==> config.mk <==
export PLATFORM = sky130hd
export DESIGN_NAME = decode_issue
export DESIGN_NICKNAME = d
export VERILOG_FILES = /design/src/rtl/alu_pkg.sv /design/src/rtl/regfile_16x16.sv /design/src/rtl/decode_issue.sv
export SDC_FILE = /design/constraint.sdc
export NUM_CORES = 1
export LEC_CHECK = 0
export CORE_MARGIN = 2
export CORE_UTILIZATION = 36
export DETAILED_ROUTE_END_ITERATION = 16
export PLACE_DENSITY_LB_ADDON = 0.2
export SYNTH_ARGS = -nofsm -noshare
export SYNTH_HDL_FRONTEND = slang
export SYNTH_HIERARCHICAL = 1
export SYNTH_SLANG_ARGS = --single-unit
==> constraint.sdc <==
create_clock -name clk -period 4.4 [get_ports clk]
set_input_delay 0.88 -clock clk [delete_from_list [all_inputs] [get_ports clk]]
set_output_delay 0.88 -clock clk [all_outputs]
set_load 0.01 [all_outputs]
==> src/rtl/alu_pkg.sv <==
// Encodings shared by the decode/issue stage, the ALU and its bench.
package alu_pkg;

    typedef enum logic [3:0] {
        OP_REG   = 4'h0,
        OP_ANDI  = 4'h1,
        OP_ORI   = 4'h2,
        OP_XORI  = 4'h3,
        OP_SPEC  = 4'h4,
        OP_ADDI  = 4'h5,
        OP_ADDUI = 4'h6,
        OP_ADDCI = 4'h7,
        OP_SHIFT = 4'h8,
        OP_SUBI  = 4'h9,
        OP_SUBCI = 4'hA,
        OP_CMPI  = 4'hB,
        OP_BCOND = 4'hC,
        OP_MOVI  = 4'hD,
        OP_MULI  = 4'hE,
        OP_LUI   = 4'hF
    } oper_e;

    typedef enum logic [3:0] {
        F_RSV0 = 4'h0,
        F_AND  = 4'h1,
        F_OR   = 4'h2,
        F_XOR  = 4'h3,
        F_ADD  = 4'h5,
        F_ADDU = 4'h6,
        F_ADDC = 4'h7,
        F_RSV8 = 4'h8,
        F_SUB  = 4'h9,
        F_SUBC = 4'hA,
        F_CMP  = 4'hB,
        F_RSVC = 4'hC,
        F_MOV  = 4'hD,
        F_MUL  = 4'hE,
        F_TEST = 4'hF
    } rfunc_e;

    typedef enum logic [3:0] {
        S_LSHI_L  = 4'h0,
        S_LSHI_R  = 4'h1,
        S_ASHUI_L = 4'h2,
        S_ASHUI_R = 4'h3,
        S_LSH     = 4'h4,
        S_ASHU    = 4'h6
    } sfunc_e;

    typedef enum logic [3:0] {
        X_LOAD  = 4'h0,
        X_STOR  = 4'h4,
        X_JAL   = 4'h8,
        X_JCOND = 4'hC,
        X_SCOND = 4'hD
    } xfunc_e;

    typedef enum logic [3:0] {
        C_EQ = 4'h0, C_NE = 4'h1, C_CS = 4'h2, C_CC = 4'h3,
        C_HI = 4'h4, C_LS = 4'h5, C_GT = 4'h6, C_LE = 4'h7,
        C_FS = 4'h8, C_FC = 4'h9, C_LO = 4'hA, C_HS = 4'hB,
        C_LT = 4'hC, C_GE = 4'hD, C_UC = 4'hE, C_NV = 4'hF
    } cond_e;

    // Arithmetic immediates and branch displacements are signed.
    function automatic logic imm_signed(input oper_e op);
        return op inside {OP_ADDI, OP_ADDUI, OP_ADDCI, OP_SUBI,
                          OP_SUBCI, OP_CMPI, OP_MULI, OP_BCOND};
    endfunction

endpackage

==> src/rtl/regfile_16x16.sv <==
// 16x16 register file: two combinational read ports, one clocked write port.
module regfile_16x16 #(
    parameter int NREG = 16,
    parameter int DW   = 16
) (
    input  logic                    clk,
    input  logic                    rst_n,
    input  logic                    we,
    input  logic [$clog2(NREG)-1:0] waddr,
    input  logic [DW-1:0]           wdata,
    input  logic [$clog2(NREG)-1:0] raddr_a,
    input  logic [$clog2(NREG)-1:0] raddr_b,
    output logic [DW-1:0]           rdata_a,
    output logic [DW-1:0]           rdata_b
);

    logic [DW-1:0] mem [NREG];

    always_ff @(posedge clk or negedge rst_n) begin
        if (!rst_n) begin
            for (int i = 0; i < NREG; i++) begin
                mem[i] <= '0;
            end
        end else if (we) begin
            mem[waddr] <= wdata;
        end
    end

    assign rdata_a = mem[raddr_a];
    assign rdata_b = mem[raddr_b];

endmodule

==> src/rtl/decode_issue.sv <==
// Decode/issue stage feeding the ALU, with a pending-write scoreboard.
// Define WB_BYPASS_EN to forward write-back data in the accept cycle.
module decode_issue
    import alu_pkg::*;
#(
    parameter int NREG = 16,
    parameter int DW   = 16
) (
    input  logic                    clk,
    input  logic                    rst_n,
    input  logic                    in_valid,
    output logic                    in_ready,
    input  logic [15:0]             in_instr,
    output logic                    out_valid,
    input  logic                    out_ready,
    output logic [DW-1:0]           out_dst,
    output logic [DW-1:0]           out_src,
    output logic [3:0]              out_oper,
    output logic [3:0]              out_func,
    output logic [3:0]              out_cond,
    output logic [$clog2(NREG)-1:0] out_waddr,
    output logic                    out_wen,
    output logic                    out_illegal,
    input  logic                    wb_en,
    input  logic [$clog2(NREG)-1:0] wb_addr,
    input  logic [DW-1:0]           wb_data,
    input  logic                    flush
);

    localparam int AW = $clog2(NREG);

    function automatic logic [NREG-1:0] onehot(input logic [AW-1:0] a);
        logic [NREG-1:0] v;
        v    = '0;
        v[a] = 1'b1;
        return v;
    endfunction

    oper_e          op;
    logic [AW-1:0]  dst_reg;
    logic [3:0]     fn_fld;
    logic [AW-1:0]  src_reg;

    assign op      = oper_e'(in_instr[15:12]);
    assign dst_reg = in_instr[11:8];
    assign fn_fld  = in_instr[7:4];
    assign src_reg = in_instr[3:0];

    logic       rd_src;
    logic       wen;
    logic       illegal;
    logic [3:0] func;
    logic [3:0] cond;

    always_comb begin
        rd_src  = 1'b0;
        wen     = 1'b0;
        illegal = 1'b0;
        func    = '0;
        cond    = '0;
        unique case (op)
            OP_REG: begin
                rd_src  = 1'b1;
                func    = fn_fld;
                illegal = fn_fld inside {F_RSV0, F_RSV8, F_RSVC};
                wen     = !illegal && fn_fld != F_CMP
                          && fn_fld != F_TEST;
            end
            OP_SPEC: begin
                rd_src = 1'b1;
                func   = fn_fld;
                wen    = fn_fld inside {X_LOAD, X_JAL, X_SCOND};
                if (fn_fld == X_JCOND) begin
                    cond = dst_reg;
                end else if (fn_fld == X_SCOND) begin
                    cond = src_reg;
                end
            end
            OP_SHIFT: begin
                func   = fn_fld;
                wen    = 1'b1;
                rd_src = fn_fld inside {S_LSH, S_ASHU};
            end
            OP_BCOND: cond = dst_reg;
            OP_CMPI:  ;
            default:  wen = 1'b1;
        endcase
    end

    logic [DW-1:0] rd_raw;
    logic [DW-1:0] rs_raw;

    regfile_16x16 #(
        .NREG (NREG),
        .DW   (DW)
    ) u_rf (
        .clk     (clk),
        .rst_n   (rst_n),
        .we      (wb_en),
        .waddr   (wb_addr),
        .wdata   (wb_data),
        .raddr_a (dst_reg),
        .raddr_b (src_reg),
        .rdata_a (rd_raw),
        .rdata_b (rs_raw)
    );

    logic [NREG-1:0] pending;
    logic [NREG-1:0] pend_eff;
    logic [NREG-1:0] wb_mask;
    logic [DW-1:0]   rd_data;
    logic [DW-1:0]   rs_data;

    assign wb_mask = wb_en ? onehot(wb_addr) : '0;

`ifdef WB_BYPASS_EN
    // A register retiring this cycle is already safe to read.
    assign pend_eff = pending & ~wb_mask;
    assign rd_data  = (wb_en && wb_addr == dst_reg) ? wb_data : rd_raw;
    assign rs_data  = (wb_en && wb_addr == src_reg) ? wb_data : rs_raw;
`else
    assign pend_eff = pending;
    assign rd_data  = rd_raw;
    assign rs_data  = rs_raw;
`endif

    logic hazard;
    logic accept;

    assign hazard = pend_eff[dst_reg]
                  | (rd_src & pend_eff[src_reg])
                  | (wen & pend_eff[dst_reg]);

    assign in_ready = (!out_valid | out_ready) & !hazard & !flush;
    assign accept   = in_valid & in_ready;

    logic [DW-1:0] imm;
    logic [DW-1:0] shamt;
    logic [DW-1:0] src_val;

    assign imm = imm_signed(op)
               ? {{(DW-8){in_instr[7]}}, in_instr[7:0]}
               : {{(DW-8){1'b0}}, in_instr[7:0]};
    assign shamt   = {{(DW-4){1'b0}}, src_reg};
    assign src_val = rd_src ? rs_data
                   : (op == OP_SHIFT) ? shamt : imm;

    logic [NREG-1:0] set_mask;
    logic [NREG-1:0] drop_mask;

    // Set beats a same-cycle clear; a flushed writer releases its target.
    assign set_mask  = (accept & wen) ? onehot(dst_reg) : '0;
    assign drop_mask = (flush & out_valid & out_wen)
                     ? onehot(out_waddr) : '0;

    always_ff @(posedge clk or negedge rst_n) begin
        if (!rst_n) begin
            pending <= '0;
        end else begin
            pending <= (pending & ~wb_mask & ~drop_mask) | set_mask;
        end
    end

    always_ff @(posedge clk or negedge rst_n) begin
        if (!rst_n) begin
            out_valid   <= 1'b0;
            out_dst     <= '0;
            out_src     <= '0;
            out_oper    <= '0;
            out_func    <= '0;
            out_cond    <= '0;
            out_waddr   <= '0;
            out_wen     <= 1'b0;
            out_illegal <= 1'b0;
        end else if (flush) begin
            out_valid <= 1'b0;
        end else if (accept) begin
            out_valid   <= 1'b1;
            out_dst     <= rd_data;
            out_src     <= src_val;
            out_oper    <= op;
            out_func    <= func;
            out_cond    <= cond;
            out_waddr   <= dst_reg;
            out_wen     <= wen;
            out_illegal <= illegal;
        end else if (out_ready) begin
            out_valid <= 1'b0;
        end
    end

endmodule

**Yosys cells after proc, flatten, opt, wreduce, memory -nomap -nowiden**

Index checks and enable logic that the tools add are counted.
Widths: inputs -> output; s select.

- Output and inout bits: 52
- Register bits: 323
- Bits of input ports: 42
- Word-level logic and storage cells: 130

- Mux-type cells: 35
- Reductions and logical operators: 21
- Order comparisons: 11
- Bitwise gates (word level): 20
- Equal/unequal tests: 17

Operator list:

| operator | number |
|---|---|
| $bwmux 256 | 1 |
| $mux 16 | 11 |
| $bmux 16 s4 | 2 |
| $demux 16 s4 | 1 |
| $eq 4x4->1 const B | 9 |
| $and 16x16->16 | 2 |
| $not 16->16 | 2 |
| $eq 4x3->1 const B | 6 |
| $lt 4x5->1 const B | 4 |
| $or 16x16->16 | 1 |
| $ge 5x5->1 const B | 3 |
| $not 4->5 | 3 |
| $demux 1 s4 | 3 |
| $ge 4x1->1 const B | 3 |
| $mux 4 | 3 |
| $mux 1 | 9 |
| $reduce_bool 3->1 | 3 |
| $and 1x1->1 | 8 |
| $bmux 1 s4 | 2 |
| $logic_not 4->1 | 2 |
| $ne 4x4->1 const B | 2 |
| $pmux 4 s2 | 1 |
| $reduce_bool 8->1 | 1 |
| $logic_and 1x1->1 | 6 |
| 10 further kinds | 16 |

**Depth between registers and ports, before layout**

Gate-level depths: netlist (run 1).

- Word-level depth: 15
- Gate-level depth with buffers: 10

**Cells and area by module**

Netlist (run 1), hierarchy kept.

By module, submodules not included:

| module | times used | sequential area each (um^2) | cells an instance | area each (um^2) |
|---|---|---|---|---|
| regfile_16x16 | 1 | 6406.1 | 849 | 13470.4 |
| decode_issue | 1 | 1676.6 | 315 | 3579.7 |

**Least setup slack after synthesis (run 1)**

OpenSTA, ideal clock, no wires.

- Path type: in2out
- Start point: in in_instr[4]
- End point: out in_ready
- Stages: 6
- Data required time: 3.520 ns
- Slack: 1.381 ns
- Arrival: 2.139 ns
- Cell sequence: buf_2 > or4b_4 > a21boi_4 > nand4_1 > nand2_1 > nor3_1

- Longest elaborated chain between the ends: 11

RTL lines:

| what | RTL line | source |
|---|---|---|
| from (decl) | decode_issue.sv:13 | `input logic [15:0] in_instr,` |
| $eq 4x4->1, or another cell as far along | decode_issue.sv:65, decode_issue.sv:72 |  |
| $reduce_bool 3->1 | decode_issue.sv:65 | `illegal = fn_fld inside {F_RSV0, F_RSV8, F_RSVC};` |
| $logic_not 1->1 | decode_issue.sv:66 | `wen = !illegal && fn_fld != F_CMP` |
| $logic_and 1x1->1 | decode_issue.sv:66 |  |
| $logic_and 1x1->1 | decode_issue.sv:67 | `&& fn_fld != F_TEST;` |
| $pmux 1 s3 | decode_issue.sv:61 | `unique case (op)` |
| $and 1x1->1 | decode_issue.sv:132 | `\| (wen & pend_eff[dst_reg]);` |
| $or 1x1->1 * | decode_issue.sv:132 |  |
| $logic_not 1->1 * | decode_issue.sv:134 | `assign in_ready = (!out_valid \| out_ready) & !hazard & !flush;` |
| $and 1x1->1 * (2 in series) | decode_issue.sv:134 |  |
| to (decl) | decode_issue.sv:12 | `output logic in_ready,` |

Mark *: on every way between the ends. The rest lies on a longest branch, timed or not.

**Final worst setup path (run 1)**

- Start point: in in_instr[10]
- End point: out in_ready

- Longest elaborated chain between the ends: 7

RTL lines:

| what | RTL line |
|---|---|
| $bmux 1 s4 * | decode_issue.sv:130, decode_issue.sv:132 |
| $mux 1 (implied by the code) * | decode_issue.sv:130, decode_issue.sv:132 |
| $or 1x1->1 or $and 1x1->1 (tied branches) | decode_issue.sv:131, decode_issue.sv:132 |
| $or 1x1->1 * | decode_issue.sv:132 |
| $logic_not 1->1 * | decode_issue.sv:134 |
| $and 1x1->1 * (2 in series) | decode_issue.sv:134 |

Mark *: on every way between the ends. The rest lies on a longest branch, timed or not. The select of a mux whose other input is x is not followed.

==> summary by stage, run 1 <==
Logic synthesis
The fraction of registers with async set or reset after synthesis is 1.00. After synthesis, the most frequently instantiated cells are 323 x sky130_fd_sc_hd__dfrtp_1, 257 x sky130_fd_sc_hd__mux2_2, 130 x sky130_fd_sc_hd__mux4_2. In the synthesized netlist, the number of instances is 1164. The most used flip-flop cell after synthesis is sky130_fd_sc_hd__dfrtp_1.

Ranked by total cell area, the synthesized netlist is headed by sky130_fd_sc_hd__dfrtp_1 47%, sky130_fd_sc_hd__mux4_2 17%, sky130_fd_sc_hd__mux2_2 17%. Synthesis produced a netlist with a net count of 1206. The most instantiated library cell after synthesis is sky130_fd_sc_hd__dfrtp_1. The sequential cell area fraction in the yosys report is 0.474. A synthesized cell averages 14.6 um^2. The number of flops mapped to enable cells by yosys is 0. The post-synthesis cell area is 17100 um^2. Of the post-synthesis cell area, the dominant cell type holds 0.474. The largest area contributor in the synthesized netlist is sky130_fd_sc_hd__dfrtp_1.

The synthesis-stage register bit count is 323. The count of synthesis-stage warnings from yosys is 6. After synthesis, the netlist uses 57 different library cells.

STA
Setup repair after global routing left no endpoint under its margin. Measured against its own limit, the worst slew margin works out to 0.342. The count of pins over their slew limit is 0. At the pin with the least slew margin, the transition time is 0.987 ns. The total of endpoints with negative setup slack in the final report is 0. The shortest clock period the worst path allows after layout is 4.01 ns. The worst hold slack is 0.359 ns. The period utilization is 0.911. The aggregate negative setup slack is 0 ns.

The final number of hold-violating endpoints is 0. For the final database, setup skew stands at 0.0187 ns. The fmax is 250 MHz.

Clock network
The number of instances resized during post-cts repair is 0. TritonCTS built the clock tree. Buffers inserted during clock tree synthesis total 39. For the worst-skew pair, the clock arrives at the later sink with an insertion delay of 0.54 ns.

The root buffer cell is sky130_fd_sc_hd__clkbuf_16. Clock-pin slew was measured on the worst setup and hold paths at 0.06 ns. The clock net in this run drives a total of 323 sinks. The number of hold buffers added after CTS was 0. The maximum root-to-sink buffer count is 3. The H-tree generated during clock tree synthesis spans 2 levels. The number of setup buffers added after CTS is 0.

Run status
The run finished, with violations left. The final reports fail on DRC.

GRT
The via count of the first global-routing pass came to 11534. For this run, the total global-route usage over all layers was measured as 0.211. The number of antenna violations at the first check in global routing was 1.

Entering global routing, the biggest net connects 92 pins. The first global-routing pass estimated 77.4 mm of wire. For this run the aggregate overflow at the end of global routing stands at 0.

Setup path
The worst endpoint required time is 3.52 ns. Data arrives at the worst endpoint at 3.13 ns. The sort of element at the end of the critical path is an output pin. The sort of element at the start of the critical path is an input pin. The maximum fanout encountered on the critical timing path is 11. The critical path in this run is classified as input pin to output pin.

Power
Of the total power, combinational logic draws 0.241. Of the total power, the share spent switching nets is 0.281. In this run the power spent charging and discharging nets is 2730 uW. The share of total power dissipated in sequential elements is 0.435.

The leakage component of the power is 0.00822 uW. VDD sags by at most 354 uV. The internal cell power is 6980 uW. The clock network power share is 0.324.

The power per standard cell area is 487 nW/um^2.

Die
The placement row count is 79. Pin placement for this block handled 94 I/O pins. The die span in y is 222 um.

The total area inside the core boundary comes to 46700 um^2. In this run the horizontal extent of the chip is 222 um. The starting utilization of the core area is 0.365. The die covers 49100 um^2.

Final layout
The fraction of final layout cells with drive strength greater than 1 is 0.429. Counting the fill cells in the layout gives 4299. After the last flow step, the layout net total stands at 1292.

For this run, the number of standard cells in the final layout without fillers is 1886. The area growth from synthesis to layout is 17.0%. The cell area after layout is 20000 um^2. The antenna diode count is 0.

Route
The number of nets still failing antenna checks after routing is 0. Summed over all layers, the routed wires come to 51.5 mm. For this run, the detailed router's first-pass iteration total came to 11. The remaining design rule violation count is 5.

The DRC marker count from the first detailed-route iteration is 804. The routed via count divided by cell count is 5.85. Detailed routing inserted a total of 11027 vias. The average wire per standard cell is 27.3 um.

Placement
Summed over all nets, the half-perimeter wirelength after detailed placement is 30.4 mm. The final RePlAce weighted congestion is 0.872. After detailed placement, the design holds a cell count of 1816. The count of input and output buffers is 93.

Once placement finished, the instance area stood at 18700 um^2.

Hold path
The tightest min-delay check is of the input pin to async pin type.

Run
The max-capacitance violation count is 0.
power groups by stage:
stage | registers [uW] | clock network, uW | logic (uW)
after floorplan | 4160 | 0 | 1530
after detailed placement | 4260 | 0 | 2350
final | 4220 | 3150 | 2340
after CTS | 4220 | 3240 | 2360
after global routing | 4320 | 3370 | 2510
after global placement | 4220 | 0 | 2320
placed cells by master (no fill, tap or decap), types with 9 or more instances in the layout:
cell                              Yosys  layout
sky130_fd_sc_hd__inv_1               16      16
sky130_fd_sc_hd__clkinv_2             0       9
sky130_fd_sc_hd__o41ai_1             12      12
sky130_fd_sc_hd__mux2_4              11      11
sky130_fd_sc_hd__mux2i_1             21      21
sky130_fd_sc_hd__buf_4                6      51
sky130_fd_sc_hd__mux4_2             130     130
sky130_fd_sc_hd__a21oi_1             10      10
sky130_fd_sc_hd__a22oi_1             65      65
sky130_fd_sc_hd__mux2_2             257     257
sky130_fd_sc_hd__mux2_1              33      33
sky130_fd_sc_hd__nand2b_1            13      13
sky130_fd_sc_hd__o221ai_1            12      12
sky130_fd_sc_hd__clkdlybuf4s50_1      0      88
sky130_fd_sc_hd__nand2_1             53      53
sky130_fd_sc_hd__clkbuf_16            0      40
sky130_fd_sc_hd__dfrtp_1            323     323
logic make-up (layout without fill, tap and decap cells):
family / Yosys count / after routing / share of synthesized area
mux: 452 / 452 / 0.385
flops: 323 / 323 / 0.474
compound gates: 127 / 127 / 0.0570
buf+inv: 115 / 230 / 0.0346
xor+xnor: 1 / 1 / 0.000514
simple gates: 146 / 146 / 0.0485
routing by layer:
layer  vias up  GRT usage  part of all wire
li1       4679          -                 -
met1      5912      0.307              0.47
met2       342      0.320              0.44
met3        92     0.0349             0.055
met4         2     0.0684             0.033
met5         -          0           0.00025
worst max-delay path, cell delays in order:
cell,delay [ns]
sky130_fd_sc_hd__clkdlybuf4s50_1,0.61
sky130_fd_sc_hd__and3_1,0.29
sky130_fd_sc_hd__a222oi_1,0.49
sky130_fd_sc_hd__nand2_1,0.10
sky130_fd_sc_hd__nor3_1,0.20
sky130_fd_sc_hd__clkdlybuf4s50_1,0.56
cell type report:
| cell class | count | area, um^2 | share of cell area |
|---|---|---|---|
| clock buffer | 55 | 1130 | 0.0565 |
| timing repair buffer | 144 | 1360 | 0.0681 |
| multi-input combinational | 726 | 8440 | 0.423 |
| tap | 607 | 759 | 0.0381 |
| sequential | 323 | 8080 | 0.405 |
| clock inverter | 15 | 124 | 0.00621 |
| inverter | 16 | 60.1 | 0.00301 |
state kept, by name (all words and copies together) (netlist names):
name and flops:
u_rf/mem 256, out_dst 16, out_src 16, pend_eff 16, out_cond 4, out_func 4
out_oper 4, out_waddr 4, out_illegal 1, out_valid 1, out_wen 1
worst paths after layout:
kind	startpoint	endpoint	slack, ns	cells past startpoint
min	rst_n	u_rf/mem[194]	0.36	1
max	in_instr[10]	in_ready	0.39	6
max reg2reg	pend_eff[15]	pend_eff[2]	1.79	5
min in group clk	out_dst[14]	out_dst[14]	0.49	1
max in group asynchronous	rst_n	u_rf/mem[206]	2.98	2
min reg2reg	out_dst[14]	out_dst[14]	0.49	1
per-stage QoR:
step	setup slack (ns)	utilization	total power (uW)
after floorplan	1.38	-	5690
after global placement	0.371	0.401	6540
after detailed placement	0.395	0.401	6610
after CTS	0.383	0.428	9810
after global routing	0.235	0.428	10200
final	0.393	0.428	9710
Power figures use the tool's default switching activity.
==> inputs of run 2 (changes only) <==
--- a/config.mk
+++ b/config.mk
@@ -8,6 +8,7 @@
 export CORE_MARGIN = 2
 export CORE_UTILIZATION = 36
 export DETAILED_ROUTE_END_ITERATION = 16
+export GPL_TIMING_DRIVEN = 0
 export PLACE_DENSITY_LB_ADDON = 0.2
 export SYNTH_ARGS = -nofsm -noshare
 export SYNTH_HDL_FRONTEND = slang
==> run 2 against run 1 <==
Net effect: highest routed layer is now met4; critical path type unchanged; combinational power rose by 2%; die area stayed put; count of clock-buffer cells in the layout grew 1; clock skew is 0.0026 ns lower; largest power group unchanged; fmax shrank 5.7%; the flow still finishes with violations (DRC); power rose by 1.8%; hold slack got worse by 0.13 ns; clock power rose by 4%; cell count rose by 2.1%; global-route usage up 0.26 points.
==> summary by stage, run 2 (synthesis gave the netlist of run 1 again) <==
Clock network
The clock drives 323 sinks. Clock-pin slew was measured on the worst setup and hold paths at 0.06 ns. In this run the number of H-tree levels came out at 2. The clock latency of the later-clocked register in the worst-skew pair is 0.57 ns.

TritonCTS built the clock tree. The maximum root-to-sink buffer count is 3. For this design, the CTS-stage hold fixing added 0 buffers.

The root buffer cell is sky130_fd_sc_hd__clkbuf_16. Counting the buffers created by CTS gives 39. The number of gates resized after CTS was 0. Buffers added to address setup during post-CTS repair amount to 0.

STA
In the finished design, the share of the clock period the worst path needs comes to 0.966. The worst pin sits at a relative slew slack of 0.125. The total of endpoints with negative setup slack in the final report is 0.

The fmax is 235 MHz. The final number of hold-violating endpoints is 0. The count of pins over their slew limit is 0. Counting I/O delays and the setup requirement, the final critical path takes 4.25 ns. Setup repair after global routing left no endpoint under its margin. The transition at the pin with the smallest max-transition slack is 1.30 ns. The clock arrives with 0.0160 ns of skew.

GRT
The first global-routing pass estimated 78.3 mm of wire. The via count of the first global-routing pass is 11733. The number of antenna violations at the first check in global routing came to 0. Entering global routing, the biggest net connects 99 pins. Global routing finished with a remaining overflow of 0. Across every metal layer, demand over resource in global routing totals 0.213.

Final layout
At the end of the flow the core is filled with cells to 0.430. The register ranked first by flip-flop count is u_rf/mem. The final layout contains 1337 nets.

The area added between synthesis and finish is 17.6%. The commonest non-fill, non-tap cell in the layout is sky130_fd_sc_hd__dfrtp_1. The number of antenna diodes in the final layout is 0.

Of the cells placed in the final design, the portion with a size suffix greater than 1 is 0.404. The register with the most flip-flops in the layout has 256 of them. Leaving out fill and tap cells, the most frequent cells in the layout are 323 x sky130_fd_sc_hd__dfrtp_1, 257 x sky130_fd_sc_hd__mux2_2, 130 x sky130_fd_sc_hd__mux4_2, 86 x sky130_fd_sc_hd__clkdlybuf4s50_1, 65 x sky130_fd_sc_hd__a22oi_1.

Power
The power per standard cell area is 493 nW/um^2. Overall power consumption after layout is estimated at 9880 uW. The peak supply drop is 279 uV.

The leakage component of the power is 0.00824 uW.

Die
In this run the count of I/O pins placed on the die edge is 94. The horizontal die dimension is 222 um. The die outline area is 49100 um^2. The floorplan has 79 rows. The die span in y is 222 um. The starting utilization of the core area is 0.365. In this run the standard cell core region covers 46700 um^2.

Route
The routed design has 51.8 mm of wire. The remaining design rule violation count is 5. The count of vias placed by the detailed router is 11135. After detailed routing, the average wire length per cell comes to 26.9 um. The routed via count divided by cell count is 5.78. In this run, the number of DRC markers left after iteration 0 of detailed routing was 948. The first detailed-routing pass took 11 iterations. In this run the remaining antenna-violating nets after routing total 0.

Placement
At the end of routability-driven placement, the weighted congestion stood at 0.878. The detailed-placement wirelength estimate is 35.4 mm. The count of input and output buffers is 87.

Setup path
The endpoint identified for the worst register-to-register timing path is pend_eff[1]. Tracing the worst setup path back leads to its startpoint at in_instr[11]. STA puts the critical path data arrival time at 3.37 ns.

The worst register-to-register path has a setup slack of 1.67 ns. The startpoint identified for the worst register-to-register timing path is pend_eff[13]. The maximum fanout encountered on the critical timing path is 10. In this run the worst setup path terminates at in_ready.

The type of the worst setup path is input pin to output pin. The number of cells traversed by the worst register-to-register path is 6. STA classifies the critical path startpoint as an input pin. The sort of element at the end of the critical path is an output pin. For the worst setup path, the data required time is 3.52 ns.

Hold path
The worst hold path belongs to the class input pin to async pin.

Run
Max-cap violations in this run came to 0.

Run status
The run finished, with violations left. The final reports fail on DRC.
[run 2: worst max-delay path, cell delays in order]
cell	delay, ns
sky130_fd_sc_hd__clkdlybuf4s50_1	0.50
sky130_fd_sc_hd__clkbuf_1	0.30
sky130_fd_sc_hd__and3_1	0.25
sky130_fd_sc_hd__a222oi_1	0.52
sky130_fd_sc_hd__nand2_1	0.15
sky130_fd_sc_hd__nor3_1	0.19
sky130_fd_sc_hd__clkdlybuf4s50_1	0.57
[run 2: power breakdown]
part / leakage [uW] / internal [uW] / switching, uW / total, uW
Combinational: 0.00362 / 1430 / 961 / 2390
Clock: 0.000631 / 1930 / 1340 / 3270
Sequential: 0.00399 / 3700 / 515 / 4220
Total: 0.00824 / 7060 / 2820 / 9880
[run 2: cell type report]
class | count | area (um^2)
inverter | 16 | 60.1
fill | 4308 | 26600
clock buffer | 56 | 1140
buffer | 99 | 533
sequential | 323 | 8080
clock inverter | 9 | 135
multi-input combinational | 726 | 8380
timing repair buffer | 90 | 958
tap | 607 | 759
[run 2: how the worst min path moves through the flow]
stage,start,to,cells after the start
3_5_place_dp,out_dst[9],out_dst[9],1
6_report,rst_n,u_rf/mem[231],1
4_1_cts,rst_n,u_rf/mem[229],1
3_3_place_gp,out_dst[15],out_dst[15],1
5_1_grt,rst_n,u_rf/mem[161],1
2_1_floorplan,u_rf/mem[229],u_rf/mem[229],1
[run 2: per-layer routing]
| layer | global-route usage | up-vias | routed length [um] |
|---|---|---|---|
| met5 | 0 | - | 0 |
| met4 | 0.0741 | 0 | 1570 |
| met3 | 0.0285 | 80 | 2090 |
| met2 | 0.346 | 308 | 25000 |
| met1 | 0.295 | 5979 | 23200 |
| li1 | - | 4768 | - |
[run 2: stage by stage]
step | TNS (ns) | hold WS (ns) | std cells | setup slack [ns] | instance area, um^2
2_1_floorplan | 0 | 0.492 | 1164 | 1.38 | 17100
3_3_place_gp | -4012.14 | 0.469 | 1858 | -12.45 | 18700
3_5_place_dp | -2.53 | 0.478 | 1861 | -0.386 | 18800
4_1_cts | 0 | 0.219 | 1926 | 0.103 | 20000
5_1_grt | 0 | 0.246 | 1926 | 0.0248 | 20000
6_report | 0 | 0.226 | 1926 | 0.149 | 20000
